<file path="src/rtl/irig_width_encode.sv">
// IRIG-B pulse-width encoder.
// Each symbol from a one-entry holding buffer becomes one bit period of CYCLES_BIT cycles:
// irigb is high for the symbol's width (ZERO/ONE/MARK), then low for the rest of the period.
// Back-to-back symbols produce gapless bits; an empty buffer at period end raises underrun.
module irig_width_encode #(
  parameter int unsigned CYCLES_ZERO = 20000,
  parameter int unsigned CYCLES_ONE  = 50000,
  parameter int unsigned CYCLES_MARK = 80000,
  parameter int unsigned CYCLES_BIT  = 100000
) (
  input  logic       clk,
  input  logic       rst_n,
  input  logic       sym_valid,
  input  logic [1:0] sym_type,
  output logic       sym_ready,
  output logic       irigb,
  output logic       bit_start,
  output logic       underrun,
  output logic       busy
);

  localparam logic [16:0] WidthZero = 17'(CYCLES_ZERO);
  localparam logic [16:0] WidthOne  = 17'(CYCLES_ONE);
  localparam logic [16:0] WidthMark = 17'(CYCLES_MARK);
  localparam logic [16:0] LastCnt   = 17'(CYCLES_BIT - 1);

  typedef enum logic [1:0] {
    StIdle,
    StHigh,
    StLow
  } state_e;

  state_e      state_q, state_d;
  logic [16:0] cnt_q, cnt_d;
  logic [16:0] width_q, width_d;
  logic        buf_full_q, buf_full_d;
  logic [1:0]  buf_sym_q, buf_sym_d;
  logic        irigb_q, irigb_d;
  logic        bit_start_q, bit_start_d;
  logic        underrun_q, underrun_d;
  logic        accept;
  logic        load;

  // Reserved code 11 falls through to the ZERO width.
  function automatic logic [16:0] width_of(input logic [1:0] t);
    case (t)
      2'b01:   width_of = WidthOne;
      2'b10:   width_of = WidthMark;
      default: width_of = WidthZero;
    endcase
  endfunction

  // Next-state logic for the bit sequencer and the holding buffer.
  always_comb begin
    state_d     = state_q;
    cnt_d       = cnt_q;
    width_d     = width_q;
    irigb_d     = irigb_q;
    bit_start_d = 1'b0;
    underrun_d  = 1'b0;
    load        = 1'b0;

    unique case (state_q)
      StIdle: begin
        irigb_d = 1'b0;
        cnt_d   = '0;
        if (buf_full_q) begin
          load = 1'b1;
        end
      end
      StHigh: begin
        cnt_d = cnt_q + 17'd1;
        // Falling on the edge where cnt reaches width gives exactly width high cycles.
        if (cnt_q == width_q - 17'd1) begin
          state_d = StLow;
          irigb_d = 1'b0;
        end
      end
      StLow: begin
        if (cnt_q == LastCnt) begin
          // Buffer state before this edge decides; a symbol arriving now waits for IDLE.
          if (buf_full_q) begin
            load = 1'b1;
          end else begin
            underrun_d = 1'b1;
            state_d    = StIdle;
            cnt_d      = '0;
            irigb_d    = 1'b0;
          end
        end else begin
          cnt_d = cnt_q + 17'd1;
        end
      end
      default: begin
        state_d = StIdle;
        cnt_d   = '0;
        irigb_d = 1'b0;
      end
    endcase

    if (load) begin
      state_d     = StHigh;
      cnt_d       = '0;
      width_d     = width_of(buf_sym_q);
      irigb_d     = 1'b1;
      bit_start_d = 1'b1;
    end
  end

  assign accept     = sym_valid & ~buf_full_q;
  assign buf_full_d = (buf_full_q & ~load) | accept;
  assign buf_sym_d  = accept ? sym_type : buf_sym_q;

  // State and buffer registers; reset aborts any bit and drops the buffered symbol.
  always_ff @(posedge clk or negedge rst_n) begin
    if (!rst_n) begin
      state_q     <= StIdle;
      cnt_q       <= '0;
      width_q     <= WidthZero;
      buf_full_q  <= 1'b0;
      buf_sym_q   <= 2'b00;
      irigb_q     <= 1'b0;
      bit_start_q <= 1'b0;
      underrun_q  <= 1'b0;
    end else begin
      state_q     <= state_d;
      cnt_q       <= cnt_d;
      width_q     <= width_d;
      buf_full_q  <= buf_full_d;
      buf_sym_q   <= buf_sym_d;
      irigb_q     <= irigb_d;
      bit_start_q <= bit_start_d;
      underrun_q  <= underrun_d;
    end
  end

  // Output decode.
  always_comb begin
    sym_ready = ~buf_full_q;
    irigb     = irigb_q;
    bit_start = bit_start_q;
    underrun  = underrun_q;
    busy      = (state_q != StIdle);
  end

endmodule

</file>
<file path="config.mk">
export PLATFORM = sky130hd
export DESIGN_NAME = irig_width_encode
export DESIGN_NICKNAME = d
export VERILOG_FILES = /design/src/rtl/irig_width_encode.sv
export SDC_FILE = /design/constraint.sdc
export NUM_CORES = 1
export LEC_CHECK = 0
export CELL_PAD_IN_SITES_DETAIL_PLACEMENT = 0
export CELL_PAD_IN_SITES_GLOBAL_PLACEMENT = 1
export CORE_MARGIN = 8
export CORE_UTILIZATION = 45
export DETAILED_ROUTE_END_ITERATION = 10
export PLACE_DENSITY = 0.88
export SYNTH_ARGS = -nofsm -noshare
export SYNTH_HDL_FRONTEND = slang
export SYNTH_SLANG_ARGS = --single-unit
export TNS_END_PERCENT = 100
</file>
<file path="constraint.sdc">
create_clock -name clk -period 2.65 [get_ports clk]
set_input_delay 0.6625 -clock clk [delete_from_list [all_inputs] [get_ports clk]]
set_output_delay 0.6625 -clock clk [all_outputs]
set_load 0.01 [all_outputs]
</file>
# Yosys cells after proc, flatten, opt, wreduce, memory -nomap -nowiden
# Index checks and enable logic that the tools add are counted.
[totals]
regBits = 42
inputBits = 5
out_inout_bits = 5
wordCells = 52
[classes]
add_sub_neg = 2
n_eq_ne = 11
n_mux = 22
n_bitwise = 5
reduce_logical = 4
[op_table]
columns = ["cell", "count"]
rows = [
  ["$pmux W17 S2", 2],
  ["$mux W17", 3],
  ["$add A17 B1 Y17 const B", 1],
  ["$eq A17 B17 Y1", 1],
  ["$eq A17 B17 Y1 const B", 1],
  ["$sub A17 B1 Y17 const B", 1],
  ["$mux W1", 10],
  ["$ne A3 B3 Y1 const B", 3],
  ["$mux W2", 4],
  ["$pmux W2 S3", 1],
  ["$eq A2 B1 Y1 const B", 2],
  ["$eq A2 B2 Y1 const B", 2],
  ["$ne A4 B4 Y1 const B", 1],
  ["$pmux W1 S2", 2],
  ["$reduce_and A4 Y1", 1],
  ["$reduce_and A3 Y1", 1],
  ["$and A1 B1 Y1", 2],
  ["$logic_not A2 Y1", 1],
  ["$ne A2 B2 Y1 const B", 1],
  ["$not A1 Y1", 2],
  ["$reduce_bool A2 Y1", 1],
  ["$or A1 B1 Y1", 1],
]

# Depth between registers and ports, before layout
# Gate-level depths: netlist (run 1).
[logic_depth]
word_depth = 6
ltp_mapped = 9
mapped_depth_nobuf = 8

# Worst setup path after synthesis (run 1)
# No wires, ideal clock.
[synth_timing]
path_type = "flip-flop to flip-flop"
startpoint = "register width_q[10]"
endpoint = "register state_q[0]"
setup_time_ns = 0.132
arrival_time_ns = 2.136
required_ns = 2.518
setup_slack_ns = 0.381
path_stages_with_launch = 9
path_buffers = 0
synth_period_minus_slack_ns = 2.269
cell_sequence = "dfstp_2 > inv_1 > ha_1 > nor4b_1 > or4b_2 > nand3_1 > o2111ai_1 > and4b_1 > o211ai_1"
[synth_between]
elab_chain_cells = 4
[synth_rtl]
columns = ["item", "line_no", "text"]
rows = [
  ["start: declaration", "35", "logic [16:0] width_q, width_d;"],
  ["start signal: assignment", "119", "width_q <= WidthZero;"],
  ["start signal: assignment", "128", "width_q <= width_d;"],
  ["$sub A17 B1 Y17", "74", "if (cnt_q == width_q - 17'd1) begin"],
  ["$eq A17 B17 Y1", "74", ""],
  ["$ne A3 B3 Y1 (no line)", "--", ""],
  ["$reduce_and A4 Y1 (no line)", "--", ""],
  ["end signal: assignment", "117", "state_q <= StIdle;"],
  ["end signal: assignment", "126", "state_q <= state_d;"],
  ["end: declaration", "33", "state_e state_q, state_d;"],
]
# Every way passes these cells.
# A chain may end at the register's enable or synchronous reset.

# Worst setup path after layout (run 1)
# Same ends and word-level chain as after synthesis.

==> reports/metrics.cfg, run 1 <==
[timing]
timing.fmax_ghz=0.409
worst_pin_slew_ns=0.519
min_period_ns=2.45
slew-limit-headroom=0.654
fin_worst_skew_ns=0.00701
slew_violations=0
hold_viol=0
grt_setup_unrepaired=no
period_share=0.923
tns_ns=0
setup-violations-final=0

[synth]
synth_nets=211
synth-edff-count=0
async_flop_share=1.00
synthMuxAreaShare=0.0275
ys_seq_area_frac=0.404
synth-compound-area-share=0.118
yosys_warnings=0
netlist-cell-type-count=48
synth_area_leaders=dfrtp_1 36%, ha_1 6.7%, xnor2_1 6.6%, nor2_1 5.4%, dfstp_2 4.2%
synth_top_family_by_area=simple AND/OR/NAND/NOR gates
ys_ff_latch=30
yosys.area_share.xor_xnor=0.0985
synthAdderAreaFrac=0.0670
synth_top_area_share=0.362
synth_area_leader_cell=dfrtp_1
synth.avg_cell_area_sq_um=9.53
synthesis.area_sq_mm=0.00187
synth_cells=196
yosys.area_share.simple=0.240
synthFlopType=dfrtp_1

[placed_design]
place_area_sq_mm=0.00200
place_congestion=0.802
io_buffers=9
dp_hpwl_mm=2.62

[floorplan]
start_util=0.467
num_rows=23
core_sq_mm=0.00400
fp.dieH_um=80.4
die-area_sq_mm=0.00647
die_w_um=80.4
ioPinCount=10

[clock_network]
ctsResizeCount=0
clock_sinks=30
cts_setup_buffers=0
cts_buffers=5
cts_max_level=2
root_buffer=clkbuf_8
holdBufCountCts=0
clockBufferDepth=2
cts_tree=done
cts.clk_slew.worst_paths_ns=0.06
insertion_delay_ns=0.28

[worst_setup_path]
reg2reg_setup_slack_ns=0.20
max_stage_delay_ns=0.62
crit_fanout=6
critical_path_class=register to register
startpoint=width_q[10]$_DFFE_PN1N_
cp.required_ns=2.80
crit_path_end_kind=register
cp.arrival_ns=2.60
worstPathCellList=inv_1 -> ha_1 -> nor4b_1 -> or4b_2 -> nand3_1 -> o2111ai_1 -> and4b_1 -> o211ai_1
start_kind=register
slowest_stage=or4b_2
r2r-start=width_q[10]$_DFFE_PN1N_

[drt]
drtPass1Iterations=4
vias_per_cell=5.41
vias=1390
ant_nets=0
drcViolationCount=0
wl_mm=3.55
routedWlPerCell_um=13.8
drt_iter0_markers=38

[grt]
antenna_found_initial=0
grt_pass1_wl_mm=6.29
grt_pass1_vias=1358
grt_max_degree=31
grt_overflow_total=0
grt_use_total=0.124

[power_and_ir_drop]
power.density_mw_per_mm2=861
ir_drop_v=0.000449
p_leak_nw=0.844
p_total_mw=1.79

[cells_and_area]
drive_gt1_frac=0.0966
area_growth_pct=11.2
fin_nets=221
final_area_sq_mm=0.00208
final_util=0.519
n_antenna_cell=0

[outcome]
status=complete, no violations

[hold_path]
holdCritPathClass=register to register
min_from=cnt_q[0]$_DFFE_PN0P_

[run]
maxCapViolations=0

layout by cell type, fill, tap and decap left out, types with 2 or more instances in the layout:
cell type,Yosys,layout
clkdlybuf4s50_1,0,9
a31oi_1,3,3
nor3_1,2,2
and3_1,2,2
mux2i_1,4,4
xnor2_1,14,14
a21boi_0,2,2
dfstp_2,3,3
or3_1,3,3
a211o_1,2,2
buf_4,1,2
nand2_1,10,10
nor2_1,27,27
or2_2,2,2
o21ai_0,10,10
xor2_1,7,7
a21oi_1,2,2
inv_1,12,12
nand3_1,12,12
o22ai_1,2,2
nand2b_1,3,3
dfrtp_1,27,27
clkbuf_8,0,5
clkbuf_1,3,3
o211ai_1,2,2
nor2b_1,2,2
nand4_1,3,3
ha_1,10,10
nand4bb_1,2,2
synthesized netlist by cell type, drive strengths merged (3+ instances only):
| cell type | number |
|---|---|
| nor2 | 28 |
| xor2 | 7 |
| buf | 5 |
| dfrtp | 27 |
| nand2b | 3 |
| ha | 10 |
| mux2i | 4 |
| a31oi | 3 |
| nor2b | 3 |
| nand4 | 3 |
| nand3 | 12 |
| o21ai | 10 |
| or3 | 3 |
| xnor2 | 14 |
| dfstp | 3 |
| nand2 | 10 |
| inv | 12 |
| clkbuf | 3 |
path summary, 6_finish.rpt:
| check | to | cells after the start |
|---|---|---|
| min in group asynchronous | cnt_q[3]$_DFFE_PN0P_ | 2 |
| min reg2reg | cnt_q[0]$_DFFE_PN0P_ | 1 |
| max reg2reg | state_q[0]$_DFFE_PN0P_ | 8 |
| min | cnt_q[0]$_DFFE_PN0P_ | 1 |
| max | state_q[0]$_DFFE_PN0P_ | 8 |
| max in group asynchronous | width_q[14]$_DFFE_PN1N_ | 2 |
final cells by class:
class | instances | area [sq um]
clock buffer | 8 | 80.1
timing repair buffer | 11 | 105
multi-input combinational | 146 | 1030
fill | 387 | 1920
sequential | 30 | 754
inverter | 12 | 45.0
tap | 50 | 62.6
cells by family after synthesis:
family | count (synthesis)
AOI/OAI and AO/OA | 30
xor gates and xnor gates | 21
adders and majority gates | 10
buffers and inverters | 20
DFF | 30
muxes | 5
and+or+nand+nor | 80
per-stage QoR:
| step | hold slack (ns) | setup WS, ns | instances |
|---|---|---|---|
| 2_1_floorplan | 0.367 | 0.381 | 196 |
| 3_3_place_gp | 0.480 | 0.281 | 249 |
| 3_5_place_dp | 0.481 | 0.219 | 249 |
| 4_1_cts | 0.489 | 0.192 | 257 |
| 5_1_grt | 0.522 | 0.0279 | 257 |
| 6_report | 0.490 | 0.203 | 257 |
power by group:
group          leakage (nW)  internal, mW  total, mW  switching (mW)
registers             0.395         0.563      0.665           0.102
clock network        0.0395         0.186      0.346           0.160
logic                 0.410         0.340      0.778           0.438
registers in the layout, indices dropped and copies added, names as in the netlist:
signal and flops:
irigb 1, underrun 1, buf_full_q 1, buf_sym_q 2, cnt_q 17, state_q 2
bit_start 1, width_q 5
per-layer routing:
layer,routed length [um],global-route usage,share of wire
met1,1700,0.145,0.48
met2,1660,0.201,0.47
met3,104,0.0346,0.029
met4,88,0.0618,0.025
met5,0,0,0
worst max-delay path: cells and delay by family, from the launching register on:
kind	cells	cell delay [ns]
compound gates	2	0.20
flops	1	0.57
fa+ha+maj	1	0.25
buf+inv	1	0.08
simple gates	4	1.22
(Power assumes the default switching activity.)
==> run 2, diff against run 1 <==
- PLACE_DENSITY: 0.88 -> 0.74
==> reports/metrics.cfg, run 2 (same netlist as run 1, synthesis figures left out) <==
[grt]
antenna_found_initial=0
grt_pass1_wl_mm=6.48
grt_use_total=0.128
grt_pass1_vias=1359
grt_overflow_total=0
grt_max_degree=31

[floorplan]
core_sq_mm=0.00400
fp.dieH_um=80.4
die_w_um=80.4
num_rows=23
ioPinCount=10
die-area_sq_mm=0.00647
start_util=0.467

[timing]
holdWs_ns=0.490
grt_setup_unrepaired=no
timing.fmax_ghz=0.401
hold_viol=0
tns_ns=0
min_period_ns=2.49
fin_worst_skew_ns=0.00484
setup-violations-final=0
period_share=0.941
finalWorstSetupSlack_ns=0.157
slew-limit-headroom=0.669
slew_violations=0
worst_pin_slew_ns=0.496

[placed_design]
place_area_sq_mm=0.00200
dp.cells=249
dp_worst_setup_slack_ns=0.224
place_congestion=0.812
io_buffers=9
dp_hpwl_mm=2.75

[drt]
vias=1417
drcViolationCount=0
drtPass1Iterations=4
vias_per_cell=5.51
routedWlPerCell_um=14.7
ant_nets=0
drt_iter0_markers=75
wl_mm=3.78

[cells_and_area]
fillers=376
regArea_sq_um=754
fin_cells=257
drive_gt1_frac=0.111
final_util=0.527
area_growth_pct=12.8
multi_input_area_sq_mm=0.00103
fin_nets=221
regMostFlops=cnt_q
final_area_sq_mm=0.00211
largest_registers=cnt_q: 17 flops, width_q: 5 flops
n_antenna_cell=0
final_cell_mix=27 x nor2_1, 27 x dfrtp_1, 14 x xnor2_1, 12 x inv_1, 12 x nand3_1
largest_reg_flops=17

[power_and_ir_drop]
ir_drop_v=0.000416
p_leak_nw=0.862
power.density_mw_per_mm2=894
p_total_mw=1.88

[worst_setup_path]
crit_path_end_kind=output port
critical_path_class=register to output port
r2r-start=width_q[10]$_DFFE_PN1N_
startpoint=state_q[1]$_DFFE_PN0P_
crit_fanout=6
cp.required_ns=1.99
cp.arrival_ns=1.83
r2r_cells=8
start_kind=register

[outcome]
status=complete, no violations

[hold_path]
min_from=cnt_q[0]$_DFFE_PN0P_
holdPathStages=1
holdCritPathClass=register to register

[clock_network]
clock_sinks=30
ctsResizeCount=0
insertion_delay_ns=0.28
root_buffer=clkbuf_8
cts_max_level=2
clockBufferDepth=2
cts.clk_slew.worst_paths_ns=0.06
holdBufCountCts=0
cts_buffers=5
cts_tree=done
cts_setup_buffers=0

[run]
maxCapViolations=0

## run 2: cell counts in the layout (fill, tap and decap cells not counted)
No cell type changed its count.
## run 2: metal layers
metal / up-vias / global-route usage / share of wire
met4: 0 / 0.0800 / 0.034
met3: 12 / 0.0368 / 0.036
met2: 24 / 0.195 / 0.47
met1: 678 / 0.154 / 0.46
met5: - / 0 / 0
li1: 703 / - / -
## run 2: final cells by class
class / instances / area share
inverter: 12 / 0.0214
clock buffer: 8 / 0.0523
timing repair buffer: 11 / 0.0499
multi-input combinational: 146 / 0.489
sequential: 30 / 0.358
tap: 50 / 0.0297
## run 2: worst paths after layout
kind | endpoint | slack, ns
min reg2reg | cnt_q[0]$_DFFE_PN0P_ | 0.49
max in group asynchronous | width_q[11]$_DFFE_PN1N_ | 1.57
max reg2reg | state_q[0]$_DFFE_PN0P_ | 0.19
min | cnt_q[0]$_DFFE_PN0P_ | 0.49
max | busy | 0.16
min in group asynchronous | state_q[0]$_DFFE_PN0P_ | 0.77
## run 2: report_power, final
group / leakage (nW) / internal (mW) / total, mW / switching (mW)
registers: 0.395 / 0.563 / 0.665 / 0.102
logic: 0.410 / 0.342 / 0.791 / 0.449
clock network: 0.0575 / 0.262 / 0.427 / 0.166
## run 2: worst max-delay path, stage by stage, from the launching register on
cell and delay (ns):
dfrtp_1 0.40, inv_1 0.11, ha_1 0.23, inv_1 0.21, clkdlybuf4s50_1 0.59
